<file path="config.mk">
export PLATFORM = sky130hd
export DESIGN_NAME = piso_serializer
export DESIGN_NICKNAME = d
export VERILOG_FILES = /design/src/rtl/piso_serializer.sv
export SDC_FILE = /design/constraint.sdc
export NUM_CORES = 1
export LEC_CHECK = 0
export ABC_AREA = 1
export BUFFER_PORTS_ARGS = -buffer_cell sky130_fd_sc_hd__buf_2
export CAP_MARGIN = 20
export CELL_PAD_IN_SITES_DETAIL_PLACEMENT = 1
export CELL_PAD_IN_SITES_GLOBAL_PLACEMENT = 1
export CORE_UTILIZATION = 36
export DETAILED_ROUTE_END_ITERATION = 8
export GPL_TIMING_DRIVEN = 0
export PLACE_DENSITY = 0.9
export RECOVER_POWER = 50
export SYNTH_ARGS = -nofsm -noshare
export SYNTH_HDL_FRONTEND = slang
export SYNTH_SLANG_ARGS = --single-unit
export TNS_END_PERCENT = 30
</file>
<file path="constraint.sdc">
create_clock -name clk -period 3.5 [get_ports clk]
set_input_delay 0.35 -clock clk [delete_from_list [all_inputs] [get_ports clk]]
set_output_delay 0.35 -clock clk [all_outputs]
set_load 0.1 [all_outputs]
</file>
<file path="src/rtl/piso_serializer.sv">
// Parallel-in, serial-out transmitter: takes a WIDTH-bit word through a load/ready
// handshake and emits it one bit per enable-qualified beat, with gapless reload.
module piso_serializer #(
   parameter int WIDTH     = 8,
   parameter bit MSB_FIRST = 1'b1
) (
   input  logic             clk,
   input  logic             reset,
   input  logic [WIDTH-1:0] D,
   input  logic             load,
   output logic             ready,
   input  logic             enable,
   output logic             sout,
   output logic             sout_valid,
   output logic             last
);

   localparam int                CNT_W    = (WIDTH > 2) ? $clog2(WIDTH) : 1;
   localparam logic [CNT_W-1:0] CNT_LAST = CNT_W'(WIDTH - 1);
   localparam logic [CNT_W-1:0] CNT_ONE  = CNT_W'(1);

   typedef enum logic {
      ST_IDLE,
      ST_SHIFT
   } state_t;

   state_t             state_q, state_d;
   logic [WIDTH-1:0]   shreg_q, shreg_d;
   logic [CNT_W-1:0]   cnt_q, cnt_d;
   logic               sout_q, sout_d;
   logic               sout_valid_q, sout_valid_d;

   function automatic logic first_bit(input logic [WIDTH-1:0] w);
      return MSB_FIRST ? w[WIDTH-1] : w[0];
   endfunction

   // Moves the next bit into the output position; the vacated end fills with 0.
   function automatic logic [WIDTH-1:0] shift_word(input logic [WIDTH-1:0] w);
      return MSB_FIRST ? {w[WIDTH-2:0], 1'b0} : {1'b0, w[WIDTH-1:1]};
   endfunction

   assign last       = sout_valid_q && (cnt_q == CNT_LAST);
   assign ready      = !sout_valid_q || (last && enable);
   assign sout       = sout_q;
   assign sout_valid = sout_valid_q;

   always_comb begin
      state_d      = state_q;
      shreg_d      = shreg_q;
      cnt_d        = cnt_q;
      sout_d       = sout_q;
      sout_valid_d = sout_valid_q;

      // Capture covers both the idle start and the gapless reload on the final beat.
      if (load && ready) begin
         state_d      = ST_SHIFT;
         shreg_d      = D;
         cnt_d        = '0;
         sout_d       = first_bit(D);
         sout_valid_d = 1'b1;
      end else if (state_q == ST_SHIFT && enable) begin
         if (cnt_q == CNT_LAST) begin
            state_d      = ST_IDLE;
            cnt_d        = '0;
            sout_d       = 1'b0;
            sout_valid_d = 1'b0;
         end else begin
            shreg_d = shift_word(shreg_q);
            cnt_d   = cnt_q + CNT_ONE;
            sout_d  = first_bit(shift_word(shreg_q));
         end
      end
   end

   always_ff @(posedge clk) begin
      if (reset) begin
         state_q      <= ST_IDLE;
         shreg_q      <= '0;
         cnt_q        <= '0;
         sout_q       <= 1'b0;
         sout_valid_q <= 1'b0;
      end else begin
         state_q      <= state_d;
         shreg_q      <= shreg_d;
         cnt_q        <= cnt_d;
         sout_q       <= sout_d;
         sout_valid_q <= sout_valid_d;
      end
   end

endmodule

</file>
==> out/metrics.cfg, run 1 <==
[pwr]
netSwitchingFraction = 0.3190
p_comb_frac = 0.220
peakVddDrop_mv = 0.2123
internal_power_w = 0.0002306
pwr-share-seq = 0.449
clkPwrFrac = 0.331
p_sw_w = 0.0001080
leakagePower_nw = 0.3989
powerDensity_nw_per_um2 = 468.2

[timing]
finalCritPeriodShare = 0.6111
finalSetupTns_ps = 0
rsz0062_at_grt = no
fmax_mhz = 467.5
hold_viol = 0
setup_viol = 0
skew_ps = 3.064
worstMarginPinSlew_ps = 1185
finalCriticalPeriod_ps = 2139
slew_headroom = 0.2134
maxSlewViolCount = 0

[routing]
routed_wl_um = 1504
vias = 636
first_pass_iters = 2
viasPerCell = 4.855
drt.antenna.violating_nets = 0
wire_per_inst_um = 11.48
drcViolationCount = 0
drtIter0Drc = 5

[clocking]
tritoncts = done
htree_levels = 1
cts_setup_buffers = 0
cts_sinks = 12
cts_buffer_depth = 2
postCtsHoldBufs = 0
ctsResizeCount = 0
clk_pin_slew_ps = 80
clk_latency_ps = 280
cts-root-buf = clkbuf_4
numCtsBuffers = 3

[floorplanning]
ioPinCount = 16
start_util = 0.3985
rows = 14
fp.dieW_um = 43.31
dieHeight_um = 43.31
dieArea_um2 = 1876
coreArea_um2 = 1541

[critical_path]
crit_slowest_cell = clkbuf_1
critical_path.startpoint_type = flip-flop
critPathKind = flip-flop to flip-flop
crit_path_frequent_cell = nand2_1
crit_fanout = 10
cp.required_ps = 3680
cpPeakStageDelay_ps = 360
cp_cell_sequence = ha_1, ha_1, nand2_1, nand2_1, nand2_1, nand2_1, nand2_1, clkbuf_1, nand2_1, nand2_1, nor2_1
arrival_ps = 2310
crit_path_end_kind = flip-flop
reg2regPathDepth = 11

[layout]
multi_input_area_um2 = 312.8
fillers = 225
drive_above_1_share = 0.1652
seq_area_um2 = 240.2
diodes = 0
layout_commonest_cell = nand2_1
area_growth_pct = 17.72
nets = 130
mostFrequentLayoutCells = nand2_1 (44), nor2_1 (14), buf_2 (13)
final_util = 0.4692

[grt]
grt_pass1_vias = 616
grt_max_degree = 11
antenna_found_initial = 0
globalRouteOverflowTotal = 0
gr-usage-all-layers = 0.1835
grt_pass1_wl_um = 2559

[flow_run]
maxCapViolCount = 0

[yosys]
synth_nets = 110
netlist_area_um2 = 614.3
yosys_warnings = 0
syn_inst = 96
syn_area_per_cell_um2 = 6.399
ys_seq_area_frac = 0.3910
synth_seq_cells = 12
synth.distinct_cells = 13

[min_path]
min_path_type = primary input to flip-flop
min_path_cells = 2

[placement]
place_congestion = 0.8062
port_buffers = 15
hpwl_um = 1142

[outcome]
status = finished clean

==> state kept, by name, summed over array words and instances, names as in the netlist <==
register / flops
cnt_q: 3
shreg_q: 7
sout: 1
sout_valid: 1
==> cells in the mapped netlist <==
cell	number	area, µm²
o21ai_2	1	8.760
or2_2	1	6.260
nand2_4	1	11.26
nand3_1	4	20.02
nor3_1	1	5.000
ha_1	2	25.02
nand2_1	41	153.9
inv_1	10	37.54
dfxtp_1	12	240.2
nor2_1	14	52.55
a21oi_1	6	30.03
buf_6	1	11.26
nand2_2	2	12.51
==> cell type report <==
class / instances / share of cell area
multi-input combinational: 73 / 0.4325
sequential: 12 / 0.3322
timing repair buffer: 15 / 0.1003
inverter: 10 / 0.05190
clock buffer: 4 / 0.05017
tap: 16 / 0.02768
buffer: 1 / 0.005190
==> cell families after synthesis <==
group	synth area share
buffers and inverters	0.07943
flip-flops	0.3910
AO/OA/AOI/OAI	0.06314
adder cells (fa/ha/maj)	0.04073
AND/OR/NAND/NOR	0.4257
==> critical path, delay by kind of cell, from the launching register on <==
family        cells  cell delay, ps
fa+ha+maj         2             440
buf+inv           1             360
flops             1             330
simple gates      8             900
==> per-layer routing <==
layer,vias to the layer above,global-route usage,routed length [µm]
li1,331,-,-
met1,290,0.2104,686
met2,12,0.3373,750
met3,3,0.02553,48
met4,0,0.07273,19
met5,-,0,0
==> power by group through the flow <==
stage	Sequential (W)	Combinational [W]	Clock, W
after global placement	0.000155	0.0000756	0
after CTS	0.000152	0.0000799	0.000113
final	0.000152	0.0000745	0.000112
after global routing	0.000153	0.0000838	0.000118
after detailed placement	0.000155	0.0000792	0
after floorplan	0.000168	0.0000452	0
==> final timing paths <==
check / start / end / slack (ps)
setup / recovery: cnt_q[0]$_SDFFE_PP0P_ / shreg_q[4]$_SDFFE_PP0P_ / 1360
hold / removal: reset / sout_valid$_SDFFE_PP0P_ / 260
setup reg to reg: cnt_q[0]$_SDFFE_PP0P_ / shreg_q[4]$_SDFFE_PP0P_ / 1360
hold reg to reg: shreg_q[0]$_SDFFE_PP0P_ / shreg_q[0]$_SDFFE_PP0P_ / 470
==> stage by stage <==
step | std cells | hold slack (ps) | setup slack (ps) | total power, W | instance area (µm²)
final | 131 | 255.9 | 1361 | 0.0003386 | 723.2
after floorplan | 96 | 419.1 | 1036 | 0.0002131 | 614.3
after CTS | 131 | 258.8 | 1454 | 0.0003448 | 745.7
after detailed placement | 127 | 463.5 | 1633 | 0.0002345 | 709.4
after global routing | 131 | 259.2 | 1074 | 0.0003550 | 723.2
after global placement | 127 | 447.7 | 1681 | 0.0002304 | 709.4
Note: power is estimated with default switching activity, not from simulation.
==> run 2: changes to the inputs <==
- ABC_AREA: 1 -> 0
- CORE_UTILIZATION: 36 -> 33
- PLACE_DENSITY: 0.9 -> 0.82
- clock period: 3.5 -> 1.94 ns (I/O delays scaled with it)
==> run 2 against run 1 <==
- clock power is 38% higher
- final area up 4.3%
- largest cell class unchanged
- hold slack lost 140 ps
- clock skew is 2.9 ps higher
- flip-flop and latch count stayed put
==> out/metrics.cfg, run 2 <==
[min_path]
min_path_cells = 2
timing.hold.worst_endpoint = shreg_q[0]$_SDFFE_PP0P_
worstHoldStart = reset
min_path_type = primary input to flip-flop

[timing]
finalSetupTns_ps = 0
hold_viol = 0
rsz0062_at_grt = no
skew_ps = 5.924
maxSlewViolCount = 0
fmax_mhz = 547.7
slew_headroom = 0.2319
setup_viol = 0
finalCriticalPeriod_ps = 1826
worstMarginPinSlew_ps = 1157
finalCritPeriodShare = 0.9411

[pwr]
pwr-share-seq = 0.496
peakVddDrop_mv = 0.4785
p_comb_frac = 0.227
leakagePower_nw = 0.3309
internal_power_w = 0.0003843
p_sw_w = 0.0001778
clkPwrFrac = 0.276
finalPower_w = 0.0005621
powerDensity_nw_per_um2 = 745.0
netSwitchingFraction = 0.3164

[layout]
seq_area_um2 = 240.2
area_growth_pct = 20.36
mostFrequentLayoutCells = dfxtp_1 (12), buf_2 (12), a21oi_1 (8)
final_util = 0.4323
instances_no_fill = 109
fillers = 211
regMostFlops = shreg_q
final_cell_area_um2 = 754.5
multi_input_area_um2 = 350.3
drive_above_1_share = 0.3690
diodes = 0
nets = 100
reg_top3 = shreg_q (7), cnt_q (3)
largest_reg_flops = 7

[clocking]
cts_sinks = 12
cts_buffer_depth = 2
postCtsHoldBufs = 0
cts_setup_buffers = 0
htree_levels = 1
numCtsBuffers = 3
cts-root-buf = clkbuf_4
tritoncts = done
clk_latency_ps = 270
clk_pin_slew_ps = 80

[yosys]
syn_area_per_cell_um2 = 9.498
netlist_area_um2 = 626.9
yosys_warnings = 0
synth_top_area_frac = 0.3832
synth_common_cells = dfxtp_1 (12), a21oi_1 (8), nor2_1 (7), o221a_2 (6), mux2i_1 (3)
synth_nets = 80
synth_top_cells_by_area = dfxtp_1 (38%), o221a_2 (11%), a21oi_1 (6.4%)
yosysTopAreaCell = dfxtp_1
synth_seq_cells = 12
ys_seq_area_frac = 0.3832
async_flop_share = 0
ys.flop_type = dfxtp_1
synth.distinct_cells = 29
synth-edff-count = 0
yosysMostFrequentCell = dfxtp_1
syn_inst = 66

[placement]
place_congestion = 0.7227
dp.cells = 106
port_buffers = 15
hpwl_um = 1159
place_area_um2 = 733.2

[routing]
wire_per_inst_um = 14.20
routed_wl_um = 1548
drt.antenna.violating_nets = 0
drtIter0Drc = 15
vias = 590
viasPerCell = 5.413
first_pass_iters = 4
drcViolationCount = 0

[grt]
globalRouteOverflowTotal = 0
grt_pass1_vias = 547
grt_pass1_wl_um = 2408
grt_max_degree = 11
gr-usage-all-layers = 0.1684
antenna_found_initial = 0

[floorplanning]
ioPinCount = 16
dieHeight_um = 45.59
rows = 15
dieArea_um2 = 2078
start_util = 0.3591
coreArea_um2 = 1745
fp.dieW_um = 45.59

[critical_path]
reg2regPathDepth = 5
cp.required_ps = 1750
crit_fanout = 4
rrSetupSlack_ps = 370
worst_r2r_startpoint = cnt_q[0]$_SDFFE_PP0P_
r2r_end = shreg_q[5]$_SDFFE_PP0P_
critical_path.startpoint_type = flip-flop
arrival_ps = 1630
critPathKind = flip-flop to output pin
crit_path_end_kind = output pin

[outcome]
status = finished clean

[flow_run]
maxCapViolCount = 0

[run 2: cell types whose count changed after synthesis, sizes merged, moves of 2 or more]
cell    delta
and2       +3
a21oi      +3
buf        +2
nand3      -2
nand2b     +2
nand2     -41
nor2       -7
mux2i      +3
o221a      +6
inv        -8
[run 2: cells by family (layout without fill, tap and decap cells)]
group,after synthesis,in the layout,synth area share
muxes,3,3,0.04791
and+or+nand+nor,23,23,0.1996
AOI/OAI and AO/OA,21,21,0.2854
DFF,12,12,0.3832
buffers and inverters,5,23,0.04389
adders and majority gates,2,2,0.03991
[run 2: timing repair]
action | 4_1_cts | 5_1_grt
hold endpoints to repair | 0 | 0
gates resized for setup | 1 | 2
setup endpoints to repair | 1 | 1
[run 2: how the worst max path moves through the flow]
stage                                  startpoint               endpoint  slack [ps]  cells after the start
after floorplan           sout_valid$_SDFFE_PP0P_  cnt_q[1]$_SDFFE_PP0P_          80                      3
after global placement      cnt_q[0]$_SDFFE_PP0P_                   last         230                      5
after detailed placement    cnt_q[0]$_SDFFE_PP0P_                   last         210                      5
after CTS                   cnt_q[0]$_SDFFE_PP0P_                   last          30                      5
after global routing        cnt_q[0]$_SDFFE_PP0P_                   last          10                      5
final                       cnt_q[0]$_SDFFE_PP0P_                  ready         110                      4
[run 2: power groups by stage]
stage	combinational, W	clock (W)	sequential [W]
after floorplan	0.0000752	0	0.000304
after global placement	0.000128	0	0.000282
after detailed placement	0.000132	0	0.000284
after CTS	0.000132	0.000158	0.000279
after global routing	0.000136	0.000171	0.000281
final	0.000128	0.000155	0.000279
[run 2: cell type report]
| class | instances | share of cell area |
|---|---|---|
| Tap cell | 25 | 0.04146 |
| Sequential cell | 12 | 0.3184 |
| Inverter | 2 | 0.009950 |
| Buffer | 3 | 0.02985 |
| Timing Repair Buffer | 15 | 0.1061 |
| Clock buffer | 3 | 0.02985 |
| Multi-Input combinational cell | 49 | 0.4643 |
[run 2: through the flow]
| stage | hold slack, ps | setup WS [ps] |
|---|---|---|
| after floorplan | 262.9 | 78.28 |
| after global placement | 395.6 | 232.1 |
| after detailed placement | 402.4 | 205.5 |
| after CTS | 103.6 | 28.79 |
| after global routing | 118.5 | 11.99 |
| final | 116.1 | 114.3 |
[run 2: per-layer routing]
layer	vias up	global-route usage	wire, µm
met1	291	0.1976	697
met2	15	0.2743	757
met3	2	0.07143	82
met5	-	0	0
met4	0	0.05455	11
li1	282	-	-
[run 2: worst max-delay path, cell delays in order, from the launching register on]
cell and delay, ps:
dfxtp_1 390, ha_1 160, ha_1 210, a21bo_4 170, buf_2 430
==> run 3: changes to the inputs <==
- CORE_ASPECT_RATIO: default -> 1.2
==> run 3 against run 2 <==
- sequential share of layout area down 0.26 points
- critical path depth stayed put
- flip-flop and latch count stayed put
- wire length is 1.3% lower
- non-clock buffer count unchanged
- largest power group unchanged
==> out/metrics.cfg, run 3 (synthesis gave the netlist of run 2 again) <==
[critical_path]
critPathTopFamily = buffers and inverters
crit_fanout = 4
critPathBufInv = 1
critPathKind = flip-flop to output pin
critical_path.startpoint_type = flip-flop
cp.required_ps = 1750
crit_slowest_cell = buf_2
crit_path_frequent_cell = ha_1
cp_cell_sequence = ha_1, ha_1, a21bo_4, buf_2
crit_path_end_kind = output pin
cpPeakStageDelay_ps = 420
arrival_ps = 1660

[grt]
antenna_found_initial = 0
globalRouteOverflowTotal = 0
grt_max_degree = 11
grt_pass1_vias = 588
grt_pass1_wl_um = 2559
gr-usage-all-layers = 0.1625

[pwr]
peakVddDrop_mv = 0.4231
leakagePower_nw = 0.3425
powerDensity_nw_per_um2 = 809.5

[timing]
finalCriticalPeriod_ps = 1854
whs_ps = 98.54
finalSetupTns_ps = 0
maxSlewViolCount = 0
skew_ps = 3.623
finalCritPeriodShare = 0.9557
slew_headroom = 0.6420
rsz0062_at_grt = no
fin_ws_ps = 85.94
setup_viol = 0
hold_viol = 0
fmax_mhz = 539.4
worstMarginPinSlew_ps = 539.3

[min_path]
min_path_type = primary input to flip-flop

[floorplanning]
ioPinCount = 16
rows = 16
start_util = 0.3684
coreArea_um2 = 1702
dieArea_um2 = 2079
dieHeight_um = 49.75
fp.dieW_um = 41.79

[layout]
reg_top3 = shreg_q (7), cnt_q (3)
diodes = 0
nets = 100
area_growth_pct = 21.36
mostFrequentLayoutCells = dfxtp_1 (12), buf_2 (12), a21oi_1 (9)
regMostFlops = shreg_q
drive_above_1_share = 0.3765
instances_no_fill = 103
largest_reg_flops = 7

[routing]
wire_per_inst_um = 14.83
drcViolationCount = 0
routed_wl_um = 1528
drtIter0Drc = 4
drt.antenna.violating_nets = 0
first_pass_iters = 2
vias = 580
viasPerCell = 5.631

[clocking]
cts-root-buf = clkbuf_4
cts_sinks = 12
htree_levels = 1
clk_latency_ps = 290
clk_pin_slew_ps = 80
numCtsBuffers = 3
cts_buffer_depth = 2
tritoncts = done
cts_setup_buffers = 0
postCtsHoldBufs = 0

[outcome]
status = finished clean

[placement]
hpwl_um = 1133
place_ws_ps = 150.4
place_congestion = 0.7348
dp.cells = 99
port_buffers = 15

[flow_run]
maxCapViolCount = 0

==> run 3: worst paths after layout <==
kind,start,end,slack (ps),depth (start not counted)
min,reset,shreg_q[0]$_SDFFE_PP0P_,100,2
max reg2reg,cnt_q[0]$_SDFFE_PP0P_,shreg_q[4]$_SDFFE_PP0P_,210,5
min reg2reg,sout$_SDFFE_PP0P_,sout$_SDFFE_PP0P_,540,1
max,cnt_q[0]$_SDFFE_PP0P_,ready,90,4
==> run 3: report_power, final <==
part	switching (W)	leakage [nW]	internal (W)	total [W]
sequential	0.0000133	0.0992	0.000265	0.000278
combinational	0.0000777	0.222	0.0000475	0.000125
clock	0.0000981	0.0210	0.000114	0.000213
total	0.000189	0.342	0.000427	0.000616
==> run 3: worst register-to-register path, cell delays in order (launching register included) <==
cell	delay, ps
dfxtp_1	350
ha_1	210
ha_1	230
nand2b_1	180
a21oi_1	440
o221a_2	270
==> run 3: per-layer routing <==
layer,global-route usage,share of wire
met5,0,0
met4,0.09677,0.027
met3,0.03297,0.025
met2,0.2760,0.54
met1,0.1843,0.41
==> run 3: timing repair <==
item,4_1_cts,5_1_grt
resized for setup,2,3
endpoints found under the hold margin,0,0
setup endpoints to repair,1,1
==> run 3: area by class of cell <==
| type | instances | area [µm²] |
|---|---|---|
| Fill cell | 209 | 940.9 |
| Multi-Input combinational cell | 49 | 346.6 |
| Sequential cell | 12 | 240.2 |
| Timing Repair Buffer | 15 | 85.08 |
| Clock buffer | 4 | 36.28 |
| Buffer | 3 | 22.52 |
| Tap cell | 18 | 22.52 |
| Inverter | 2 | 7.507 |
==> run 3: per-stage QoR <==
step | instance area (µm²) | total power (W) | utilization
2_1_floorplan | 626.9 | 0.0003796 | -
3_3_place_gp | 724.4 | 0.0004106 | 0.4257
3_5_place_dp | 724.4 | 0.0004147 | 0.4257
4_1_cts | 767.0 | 0.0006243 | 0.4507
5_1_grt | 760.7 | 0.0006348 | 0.4471
6_report | 760.7 | 0.0006158 | 0.4471
